## src/rtl/memory_reader_pkg.sv

```systemverilog
// Shared types and defaults for the memory_reader read-back monitor.
package memory_reader_pkg;

    localparam int ADRS_W_DEF = 8;
    localparam int DATA_W_DEF = 8;

    typedef enum logic [1:0] {
        RD_IDLE = 2'd0,
        RD_READ = 2'd1,
        RD_WAIT = 2'd2
    } rd_state_t;

endpackage

```

## src/rtl/memory_reader_if.sv

```systemverilog
// RAM read bus between memory_reader (master) and the shared program RAM (slave).
interface memory_reader_if #(
    parameter int ADRS_W = 8,
    parameter int DATA_W = 8
);
    logic [ADRS_W-1:0] mem_adrs;
    logic              mem_rd_en;
    logic [DATA_W-1:0] mem_q;

    modport master (output mem_adrs, output mem_rd_en, input  mem_q);
    modport slave  (input  mem_adrs, input  mem_rd_en, output mem_q);
endinterface

```

## src/rtl/memory_reader_rise_detect.sv

```systemverilog
// Rising-edge detector; history resets to 1 so a level held through reset is not an event.
module memory_reader_rise_detect (
    input  logic clock,
    input  logic reset,
    input  logic din,
    output logic rise
);
    logic hist;

    always_ff @(posedge clock) begin
        if (reset) hist <= 1'b1;
        else       hist <= din;
    end

    assign rise = din & ~hist;
endmodule

```

## src/rtl/memory_reader.sv

```systemverilog
// Walks the program RAM one address at a time and latches each read for the debug display.
// Optional auto-scan stepping is enabled by defining MEMORY_READER_AUTOSCAN_EN.
module memory_reader
    import memory_reader_pkg::*;
#(
    parameter int          ADRS_W   = ADRS_W_DEF,
    parameter int          DATA_W   = DATA_W_DEF,
    parameter int          RD_LAT   = 1,
    parameter logic [23:0] SCAN_DIV = 24'd5000000
) (
    input  logic                 clock,
    input  logic                 reset,
    input  logic                 load_in,
    input  logic                 step_in,
    input  logic [ADRS_W-1:0]    adrs_in,
    input  logic                 scan_en,
    memory_reader_if.master      mem,
    output logic [ADRS_W-1:0]    view_adrs,
    output logic [DATA_W-1:0]    view_data,
    output logic                 view_valid,
    output logic                 busy,
    output logic                 wrap
);
    localparam logic [ADRS_W-1:0] ADRS_ONE = 1;

    rd_state_t   state;
    logic [1:0]  lat_cnt;
    logic [1:0]  rise;
    logic        tick;

    // rise[0] = load, rise[1] = step
    for (genvar g = 0; g < 2; g++) begin : g_rise
        memory_reader_rise_detect u_rise (
            .clock (clock),
            .reset (reset),
            .din   (g == 0 ? load_in : step_in),
            .rise  (rise[g])
        );
    end

`ifdef MEMORY_READER_AUTOSCAN_EN
    logic [23:0] scan_cnt;

    assign tick = scan_en && (state == RD_IDLE) && (scan_cnt == SCAN_DIV - 24'd1);

    always_ff @(posedge clock) begin
        if (reset || !scan_en)    scan_cnt <= '0;
        else if (tick)            scan_cnt <= '0;
        else if (state == RD_IDLE) scan_cnt <= scan_cnt + 24'd1;
    end
`else
    logic unused_scan;
    assign unused_scan = scan_en ^ (SCAN_DIV == 24'd0);
    assign tick        = 1'b0;
`endif

    always_ff @(posedge clock) begin
        if (reset) begin
            state         <= RD_IDLE;
            lat_cnt       <= '0;
            mem.mem_adrs  <= '0;
            mem.mem_rd_en <= 1'b0;
            view_adrs     <= '0;
            view_data     <= '0;
            view_valid    <= 1'b0;
            busy          <= 1'b0;
            wrap          <= 1'b0;
        end else begin
            wrap          <= 1'b0;
            mem.mem_rd_en <= 1'b0;
            case (state)
                RD_IDLE: begin
                    // load outranks step; auto-scan tick shares the step path
                    if (rise[0] || rise[1] || tick) begin
                        if (rise[0]) begin
                            mem.mem_adrs <= adrs_in;
                        end else begin
                            mem.mem_adrs <= mem.mem_adrs + ADRS_ONE;
                            wrap         <= &mem.mem_adrs;
                        end
                        view_valid    <= 1'b0;
                        mem.mem_rd_en <= 1'b1;
                        busy          <= 1'b1;
                        state         <= RD_READ;
                    end
                end
                RD_READ: begin
                    lat_cnt <= 2'(RD_LAT - 1);
                    state   <= RD_WAIT;
                end
                RD_WAIT: begin
                    if (lat_cnt == 2'd0) begin
                        view_data  <= mem.mem_q;
                        view_adrs  <= mem.mem_adrs;
                        view_valid <= 1'b1;
                        busy       <= 1'b0;
                        state      <= RD_IDLE;
                    end else begin
                        lat_cnt <= lat_cnt - 2'd1;
                    end
                end
                default: state <= RD_IDLE;
            endcase
        end
    end
endmodule

```

## src/flat_wrapper.sv

```systemverilog
// flat-port wrapper written by rule: the top's interface ports become plain ports
module memory_reader_flat import memory_reader_pkg::*;
#(
    parameter int          ADRS_W   = ADRS_W_DEF,
    parameter int          DATA_W   = DATA_W_DEF,
    parameter int          RD_LAT   = 1,
    parameter logic [23:0] SCAN_DIV = 24'd5000000
)
  (clock, reset, load_in, step_in, adrs_in, scan_en, view_adrs, view_data, view_valid, busy, wrap, mem_mem_adrs, mem_mem_rd_en, mem_mem_q);
  memory_reader_if #(.ADRS_W(ADRS_W), .DATA_W(DATA_W)) mem_i ();
  input  logic clock;
  input  logic reset;
  input  logic load_in;
  input  logic step_in;
  input  logic [ADRS_W-1:0] adrs_in;
  input  logic scan_en;
  output logic [ADRS_W-1:0] view_adrs;
  output logic [DATA_W-1:0] view_data;
  output logic view_valid;
  output logic busy;
  output logic wrap;
  output wire logic [$bits(mem_i.mem_adrs)-1:0] mem_mem_adrs;
  output wire logic [$bits(mem_i.mem_rd_en)-1:0] mem_mem_rd_en;
  input wire logic [$bits(mem_i.mem_q)-1:0] mem_mem_q;
  assign mem_mem_adrs = mem_i.mem_adrs;
  assign mem_mem_rd_en = mem_i.mem_rd_en;
  assign mem_i.mem_q = mem_mem_q;
  memory_reader #(.ADRS_W(ADRS_W), .DATA_W(DATA_W), .RD_LAT(RD_LAT), .SCAN_DIV(SCAN_DIV)) u_core (.clock(clock), .reset(reset), .load_in(load_in), .step_in(step_in), .adrs_in(adrs_in), .scan_en(scan_en), .mem(mem_i), .view_adrs(view_adrs), .view_data(view_data), .view_valid(view_valid), .busy(busy), .wrap(wrap));
endmodule
```

## config.mk

```make
export PLATFORM = sky130hd
export DESIGN_NAME = memory_reader_flat
export DESIGN_NICKNAME = d
export VERILOG_FILES = /design/src/rtl/memory_reader_pkg.sv /design/src/rtl/memory_reader_if.sv /design/src/rtl/memory_reader_rise_detect.sv /design/src/rtl/memory_reader.sv /design/src/flat_wrapper.sv
export SDC_FILE = /design/constraint.sdc
export NUM_CORES = 1
export LEC_CHECK = 0
export ABC_CLOCK_PERIOD_IN_PS = 1600
export CORE_ASPECT_RATIO = 0.8
export CORE_MARGIN = 2
export CORE_UTILIZATION = 45
export CTS_CLUSTER_SIZE = 28
export DETAILED_ROUTE_END_ITERATION = 10
export PLACE_DENSITY = 0.79
export SYNTH_ARGS = -nofsm -noshare
export SYNTH_HDL_FRONTEND = slang
export SYNTH_SLANG_ARGS = --single-unit
```

## constraint.sdc

```tcl
create_clock -name clock -period 1.6 [get_ports clock]
set_clock_uncertainty 0.15 [all_clocks]
set_input_delay 0.32 -clock clock [delete_from_list [all_inputs] [get_ports clock]]
set_output_delay 0.32 -clock clock [all_outputs]
set_load 0.01 [all_outputs]
```

### Yosys cells after proc, flatten, opt, wreduce, memory -nomap -nowiden

Index checks and enable logic that the tools add are counted.

* bits in registers: 34
* bits of input ports: 21
* output and inout port bits: 28
* word-level logic and storage cells: 50

* add/sub/neg operators: 2
* equality and inequality tests: 5
* multiplexer cells: 13
* bitwise gates (word level): 6
* reduce and logical (&&, ||, !) cells: 13

Operators by type and width (number)
* 8-bit by 1-bit adder with 8-bit output (second input constant): 1
* 8-bit 2-to-1 mux: 1
* 2-bit AND reduction: 4
* 8-bit AND reduction: 1
* 2-bit 2-to-1 mux: 3
* 2-bit case mux with 3 select lines: 1
* 1-bit 2-to-1 mux: 5
* 2-bit logical NOT: 2
* 2-bit by 1-bit != test with 1-bit output (second input constant): 2
* 1-bit NOT: 4
* 1-bit case mux with 2 select lines: 2
* 2-bit case mux with 2 select lines: 1
* 2-bit nonzero test: 2
* 4-bit OR reduction: 1
* 3-bit AND reduction: 1
* 1-bit bitwise AND: 2
* 2-bit by 1-bit == test with 1-bit output (second input constant): 1
* 2-bit == test (second input constant): 1
* 2-bit != test (second input constant): 1
* 2-bit OR reduction: 1
* 2-bit by 1-bit subtractor with 2-bit output (second input constant): 1
* 1-bit logical OR: 1

### Longest topological paths before layout

Gate-level depths: netlist (run 1).

* depth in word-level cells: 5
* depth in mapped cells: 7
* gate-level depth less buffers: 6

### Modules after synthesis

A second synthesis (run 1) with hierarchy kept.

* cells, all modules: 178
* area total of the unflattened synthesis: 1481.4 um2

By module, submodules not included
* memory_reader: times used 1, cells each 172, area an instance 1416.4 um2, sequential area each 640.6 um2
* memory_reader_rise_detect: times used 2, cells each 3, area an instance 32.5 um2, sequential area each 20.0 um2

### Worst setup path before layout (run 1)

OpenSTA, ideal clock, no wires.

* kind: reg-to-reg
* start point: register u_core.lat_cnt[0]
* end point: register u_core.view_adrs[3]
* setup time: 0.132 ns
* arrival: 1.180 ns
* required time: 1.318 ns
* setup slack: 0.138 ns
* cell stages (with the launch flop): 8
* buffers on the path: 2
* period minus slack after synthesis: 1.462 ns
* path through: dfxtp_1 -> inv_1 -> ha_1 -> and3b_1 -> buf_2 -> buf_6 -> nand2_1 -> a21oi_1

* cells in the longest elaborated chain, start to end: 2

Ends and longest elaborated chain
* start, declared: line memory_reader.sv:27 `logic [1:0] lat_cnt;`
* start signal, assigned: line memory_reader.sv:88 `lat_cnt <= 2'(RD_LAT - 1);`
* start signal, assigned: line memory_reader.sv:99 `lat_cnt <= lat_cnt - 2'd1;`
* 2-bit logical NOT: line memory_reader.sv:92 `if (lat_cnt == 2'd0) begin`
* 2-bit AND reduction (no source line)
* end signal, assigned: line memory_reader.sv:94 `view_adrs <= mem.mem_adrs;`
* end, declared: line memory_reader.sv:18 `output logic [ADRS_W-1:0] view_adrs,`

No other way between the ends.
A chain may end at the register's enable or synchronous reset.

### Worst setup path after layout (run 1)

* start point: input port step_in
* end point: register u_core.mem.mem_adrs[5]

* cells in the longest elaborated chain, start to end: 3

Ends and longest elaborated chain
* start, declared: line flat_wrapper.sv:14 `input logic step_in;`
* 1-bit bitwise AND: line memory_reader_rise_detect.sv:15 `assign rise = din & ~hist;`
* 1-bit logical OR: line memory_reader.sv:74 `if (rise[0] || rise[1] || tick) begin`
* 2-bit AND reduction (no source line)
* end signal, assigned: line memory_reader.sv:76 `mem.mem_adrs <= adrs_in;`
* end signal, assigned: line memory_reader.sv:78 `mem.mem_adrs <= mem.mem_adrs + ADRS_ONE;`
* end, declared: line memory_reader_if.sv:10 `modport master (output mem_adrs, output mem_rd_en, input mem_q);`

No other way between the ends.

==> results of run 1 <==
==> kinds of logic (layout without fill, tap and decap cells) <==
| logic type | after synthesis | after routing | share of synthesized area, % |
|---|---|---|---|
| AND/OR/NAND/NOR | 77 | 77 | 25.8 |
| flip-flops | 34 | 34 | 45.6 |
| buffers and inverters | 14 | 78 | 5.95 |
| AO/OA/AOI/OAI | 46 | 46 | 18.9 |
| adder cells (fa/ha/maj) | 2 | 2 | 1.68 |
| multiplexers | 3 | 3 | 2.01 |
==> worst max path at each step <==
stage	startpoint	to	cells after the start
CTS	load_in	u_core.mem.mem_adrs[4]	6
detailed placement	load_in	u_core.mem.mem_adrs[6]	6
floorplan	u_core.lat_cnt[0]	u_core.view_adrs[3]	7
global route	step_in	u_core.mem.mem_adrs[6]	5
global placement	load_in	u_core.mem.mem_adrs[6]	6
finish	step_in	u_core.mem.mem_adrs[5]	6
==> through the flow <==
step	TNS (ns)	area [um^2]	setup WS (ns)	total power, mW
5_1_grt	0	2200	0.0107	1.84
3_5_place_dp	-3.29	2100	-0.298	1.14
3_3_place_gp	-2.11	2100	-0.257	1.13
6_report	0	2200	0.0660	1.77
2_1_floorplan	0	1490	0.138	1.01
4_1_cts	0	2170	0.0329	1.77
==> routing by layer <==
| layer | GRT usage (%) | vias to the layer above | part of all wire [%] |
|---|---|---|---|
| met4 | 10.3 | 0 | 1.5 |
| met5 | 0 | - | 0 |
| met3 | 6.31 | 7 | 5.3 |
| li1 | - | 729 | - |
| met1 | 27.5 | 700 | 45 |
| met2 | 35.7 | 56 | 48 |
==> worst max-delay path: stages <==
cell             delay (ns)
clkdlybuf4s50_1        0.41
and2b_2                0.24
o21ai_4                0.16
buf_6                  0.15
a21oi_1                0.05
a22o_1                 0.23
==> sequential cells by signal, indices dropped and copies added (netlist names) <==
name	flops
u_core.mem.mem_adrs	8
u_core.wrap	1
u_core.view_data	8
u_core.view_adrs	8
u_core.state	2
u_core.g_rise.u_rise.hist	2
u_core.mem.mem_rd_en	1
u_core.lat_cnt	2
u_core.view_valid	1
u_core.busy	1
==> power by group through the flow <==
stage,Clock (mW),Combinational [mW],Sequential [mW]
5_1_grt,0.700,0.248,0.892
3_5_place_dp,0,0.231,0.907
3_3_place_gp,0,0.224,0.906
4_1_cts,0.661,0.224,0.889
2_1_floorplan,0,0.0922,0.913
6_report,0.654,0.230,0.890
==> area by class of cell <==
type	instances	area, um^2	share of cell area, %
Timing Repair Buffer	67	608	27.6
Multi-Input combinational cell	128	759	34.4
Inverter	3	11.3	0.511
Tap cell	40	50.0	2.27
Clock buffer	7	86.3	3.92
Clock inverter	1	5.00	0.227
Sequential cell	34	684	31.0
==> cell usage after synthesis, types with 2 or more instances <==
cell	number	area [um^2]
nand2_1	39	146
dfxtp_1	34	681
a21oi_1	24	120
nor2_1	11	41.3
buf_6	4	45.0
clkbuf_1	4	15.0
nand3_1	4	20.0
o21ai_0	4	20.0
o21ai_1	4	20.0
a31oi_1	3	18.8
inv_1	3	11.3
mux2i_1	3	30.0
nor3b_1	3	22.5
and2_1	2	12.5
and3_1	2	12.5
buf_2	2	10.0
ha_1	2	25.0
or2_2	2	12.5
==> timing repair <==
| action | 4_1_cts | 5_1_grt |
|---|---|---|
| buffers inserted | 0 | 0 |
| endpoints found under the setup margin | 46 | 7 |
| pin swaps | 0 | 1 |
| gates resized for setup | 33 | 10 |
| gates cloned | 0 | 0 |
==> results.cfg, run 1 <==
[detailed_routing]
vias = 1492
first_pass_iters = 4
drtIter0Drc = 84
antenna_left = 0
drt-total-wl_um = 3990
vias_per_cell = 5.33
drc = 0
post_drt_wl_per_cell_um = 14.3

[global_routing]
grt_remaining_overflow = 0
antenna_found_initial = 0
grt_pass1_wl_um = 6340
grt_max_degree = 18
grtUsageTotal_pct = 22.5
grt_pass1_vias = 1467

[hold_path]
min_path_cells = 2
hp-class = in -> reg
hold_start = load_in
min_to = u_core.g_rise[0].u_rise.hist

[synth]
synth_top_flop_cell = dfxtp_1
syn_nets = 199
ys_ff_latch = 34
yosysSeqAreaShare_pct = 45.6
synth_area_um2 = 1490
yosys_warnings = 0
async_flop_share_pct = 0
syn_avg_cell_area_um2 = 8.48
synth_edf_count = 0
synthDistinctLibCells = 44
synth_cells = 176

[sta]
slew_headroom_pct = 76.0
post-route-period-util_pct = 95.9
fmax_mhz = 652
hold_ws_ns = 0.167
finalSetupViolations = 0
finalMaxSlewViolations = 0
finalCriticalPeriod_ns = 1.53
rsz0062_at_grt = false
worst_slew_pin_slew_ns = 0.359
finalHoldViolCount = 0

[power]
p_int_mw = 1.34
swShare_pct = 24.2
power.static_leakage_nw = 0.948
irDropWorstVdd_uv = 608
clkPwrFrac_pct = 36.9
powerDensity_nw_per_um2 = 805
p_sw_mw = 0.429
share_comb_of_total_power_pct = 13.0
seqPwrFrac_pct = 50.2

[cells_and_area]
final_common_cell = nand2_1
final_layout_size_suffix_gt1_share_pct = 18.3
diodes = 0
utilization_pct = 70.4
stdcell_count = 280
most-common-layout-cells = nand2_1, dfxtp_1, dlygate4sd2_1
final.fill_count = 245
area_growth_pct = 47.7
finalNetCount = 262

[setup_path]
path_max_fanout = 6
path_class = in -> reg
crit_path_end_kind = register
cp-start-kind = primary input
cp.required_ns = 1.63
timing.rr.end = u_core.lat_cnt[1]
arrival_ns = 1.57
r2r_cells = 7
r2r-start = u_core.lat_cnt[0]
rrSetupSlack_ns = 0.09

[die]
fp.dieH_um = 55.5
initial_core_util_pct = 47.7
die-area_um2 = 3800
core-area_um2 = 3130
ioPinCount = 49
die_w_um = 68.4
row_count = 18

[clock_network]
clk_pin_slew_worst_paths_ns = 0.07
hold_buffers = 0
cts_sinks = 34
cts_made_buffers = 5
cts-root-buf = clkbuf_8
clk_latency_ns = 0.29
cts_tree = built
cts-htree-levels = 2
cts_buffer_depth = 2

[status]
outcome = finished clean

[placement]
dp.cells = 272
dp_hpwl_um = 2840
portBuffers = 47
gpl.final_weighted_congestion = 0.865

[run]
drv_cap = 0
Power figures use the tool's default switching activity.
==> run 2: changes to the inputs <==
- CTS_CLUSTER_DIAMETER: not set -> 30
==> results of run 2 <==
Same layout as run 1: the final DEF is identical, and so are final timing and power.
==> run 3: changes to the inputs <==
- CORE_MARGIN: 2 -> not set
==> run 3 against run 2 <==
Compared with the run above: utilization down 1.3 points; global-route usage increased by 0.39 points; sequential cell count stayed put; routed wire length down 8.8%; clock power is 1% lower.
==> results.cfg, run 3 (synthesis gave the netlist of run 1 again) <==
[setup_path]
path_class = in -> reg
crit_path_end_kind = register
cp.required_ns = 1.63
crit_path_cell_trace = clkdlybuf4s50_1 -> and2b_1 -> o21a_4 -> nor2_1 -> a311oi_1
cpLargestDelayFamily = compound AO/OA/AOI/OAI gates
path_max_fanout = 9
worst_path_largest_cell_delay_ns = 0.47
arrival_ns = 1.55
slowest_stage = clkdlybuf4s50_1
timing.critical_path.buf_inv = 1
cp-start-kind = primary input

[detailed_routing]
drt-total-wl_um = 3640
vias_per_cell = 5.20
first_pass_iters = 4
drc = 0
antenna_left = 0
vias = 1445
post_drt_wl_per_cell_um = 13.1
drtIter0Drc = 111

[clock_network]
cts-htree-levels = 2
clk_pin_slew_worst_paths_ns = 0.06
cts_sinks = 34
hold_buffers = 0
clk_latency_ns = 0.29
cts_made_buffers = 5
cts_tree = built
cts_buffer_depth = 2
cts-root-buf = clkbuf_8

[sta]
rsz0062_at_grt = false
finalWorstSetupSlack_ns = 0.0794
finalSetupViolations = 0
post-route-period-util_pct = 95.0
fmax_mhz = 658
finalCriticalPeriod_ns = 1.52
fin_setup_tns_ns = 0
slew_headroom_pct = 74.0
finalHoldViolCount = 0
finalMaxSlewViolations = 0
worst_slew_pin_slew_ns = 0.390

[die]
core-area_um2 = 3130
die_w_um = 66.4
fp.dieH_um = 53.5
die-area_um2 = 3550
ioPinCount = 49
row_count = 18
initial_core_util_pct = 47.7

[cells_and_area]
multiInputGateArea_um2 = 744
final_area_um2 = 2160
final_layout_size_suffix_gt1_share_pct = 15.5
final.fill_count = 258
finalNetCount = 260
final_common_cell = nand2_1
register_area_um2 = 683
most-common-layout-cells = nand2_1, dfxtp_1, dlygate4sd2_1
stdcell_count = 278
area_growth_pct = 45.0
utilization_pct = 69.1
top_regs = u_core.mem.mem_adrs x8, u_core.view_adrs x8, u_core.view_data x8
diodes = 0

[power]
powerDensity_nw_per_um2 = 808
power.static_leakage_nw = 0.959
irDropWorstVdd_uv = 684

[placement]
portBuffers = 47
dp_hpwl_um = 2700
placed_area_um2 = 2070
dp.cells = 270
post-place-ws_ns = -0.363
gpl.final_weighted_congestion = 0.862

[global_routing]
grtUsageTotal_pct = 22.8
grt_max_degree = 18
grt_remaining_overflow = 0
antenna_found_initial = 0
grt_pass1_vias = 1360
grt_pass1_wl_um = 5890

[hold_path]
hp-class = in -> reg

[run]
drv_cap = 0

[status]
outcome = finished clean
run 3: cell count changes in the layout (fill, tap and decap cells not counted), sizes merged:
| cell | delta |
|---|---|
| buf | -2 |
| dlygate4sd2 | -2 |
| dlymetal6s2s | +2 |
run 3: cell type report:
class	count	area share, %
Clock buffer	7	3.99
Clock inverter	1	0.231
Inverter	3	0.520
Multi-Input combinational cell	128	34.4
Sequential cell	34	31.6
Tap cell	40	2.31
Timing Repair Buffer	65	27.0
run 3: power breakdown:
group          switching, mW  total [mW]  internal, mW
Combinational         0.0959       0.214         0.118
Clock                  0.298       0.645         0.347
Sequential            0.0201       0.890         0.870
Total                  0.414        1.75          1.33
run 3: worst paths after layout:
check	slack, ns	cells after the start	end	start
max	0.08	5	u_core.mem.mem_adrs[1]	step_in
min	0.18	2	u_core.g_rise[0].u_rise.hist	load_in
max reg2reg	0.11	4	u_core.mem.mem_adrs[3]	u_core.mem.mem_adrs[2]
min reg2reg	0.30	2	u_core.view_data[2]	u_core.view_data[2]
run 3: through the flow:
stage / total power [mW] / hold slack (ns)
2_1_floorplan: 1.01 / 0.277
3_3_place_gp: 1.12 / 0.291
3_5_place_dp: 1.13 / 0.297
4_1_cts: 1.76 / 0.304
5_1_grt: 1.82 / 0.203
6_report: 1.75 / 0.179
run 3: worst reg2reg max path, delay by kind of cell, from the launching register on:
family	cells	cell delay (ns)
AO/OA/AOI/OAI	2	0.26
flip-flops	1	0.38
AND/OR/NAND/NOR	2	0.65
run 3: metal layers:
layer,up-vias,share of wire [%],track usage [%]
li1,730,-,-
met1,665,46,26.9
met2,43,47,37.9
met3,7,5.6,7.11
met4,0,1.6,11.3
met5,-,0,0
run 3: what timing repair did:
item,4_1_cts,5_1_grt
setup buffers,0,0
gates resized for setup,31,5
setup endpoints to repair,37,26
hold endpoints to repair,0,0
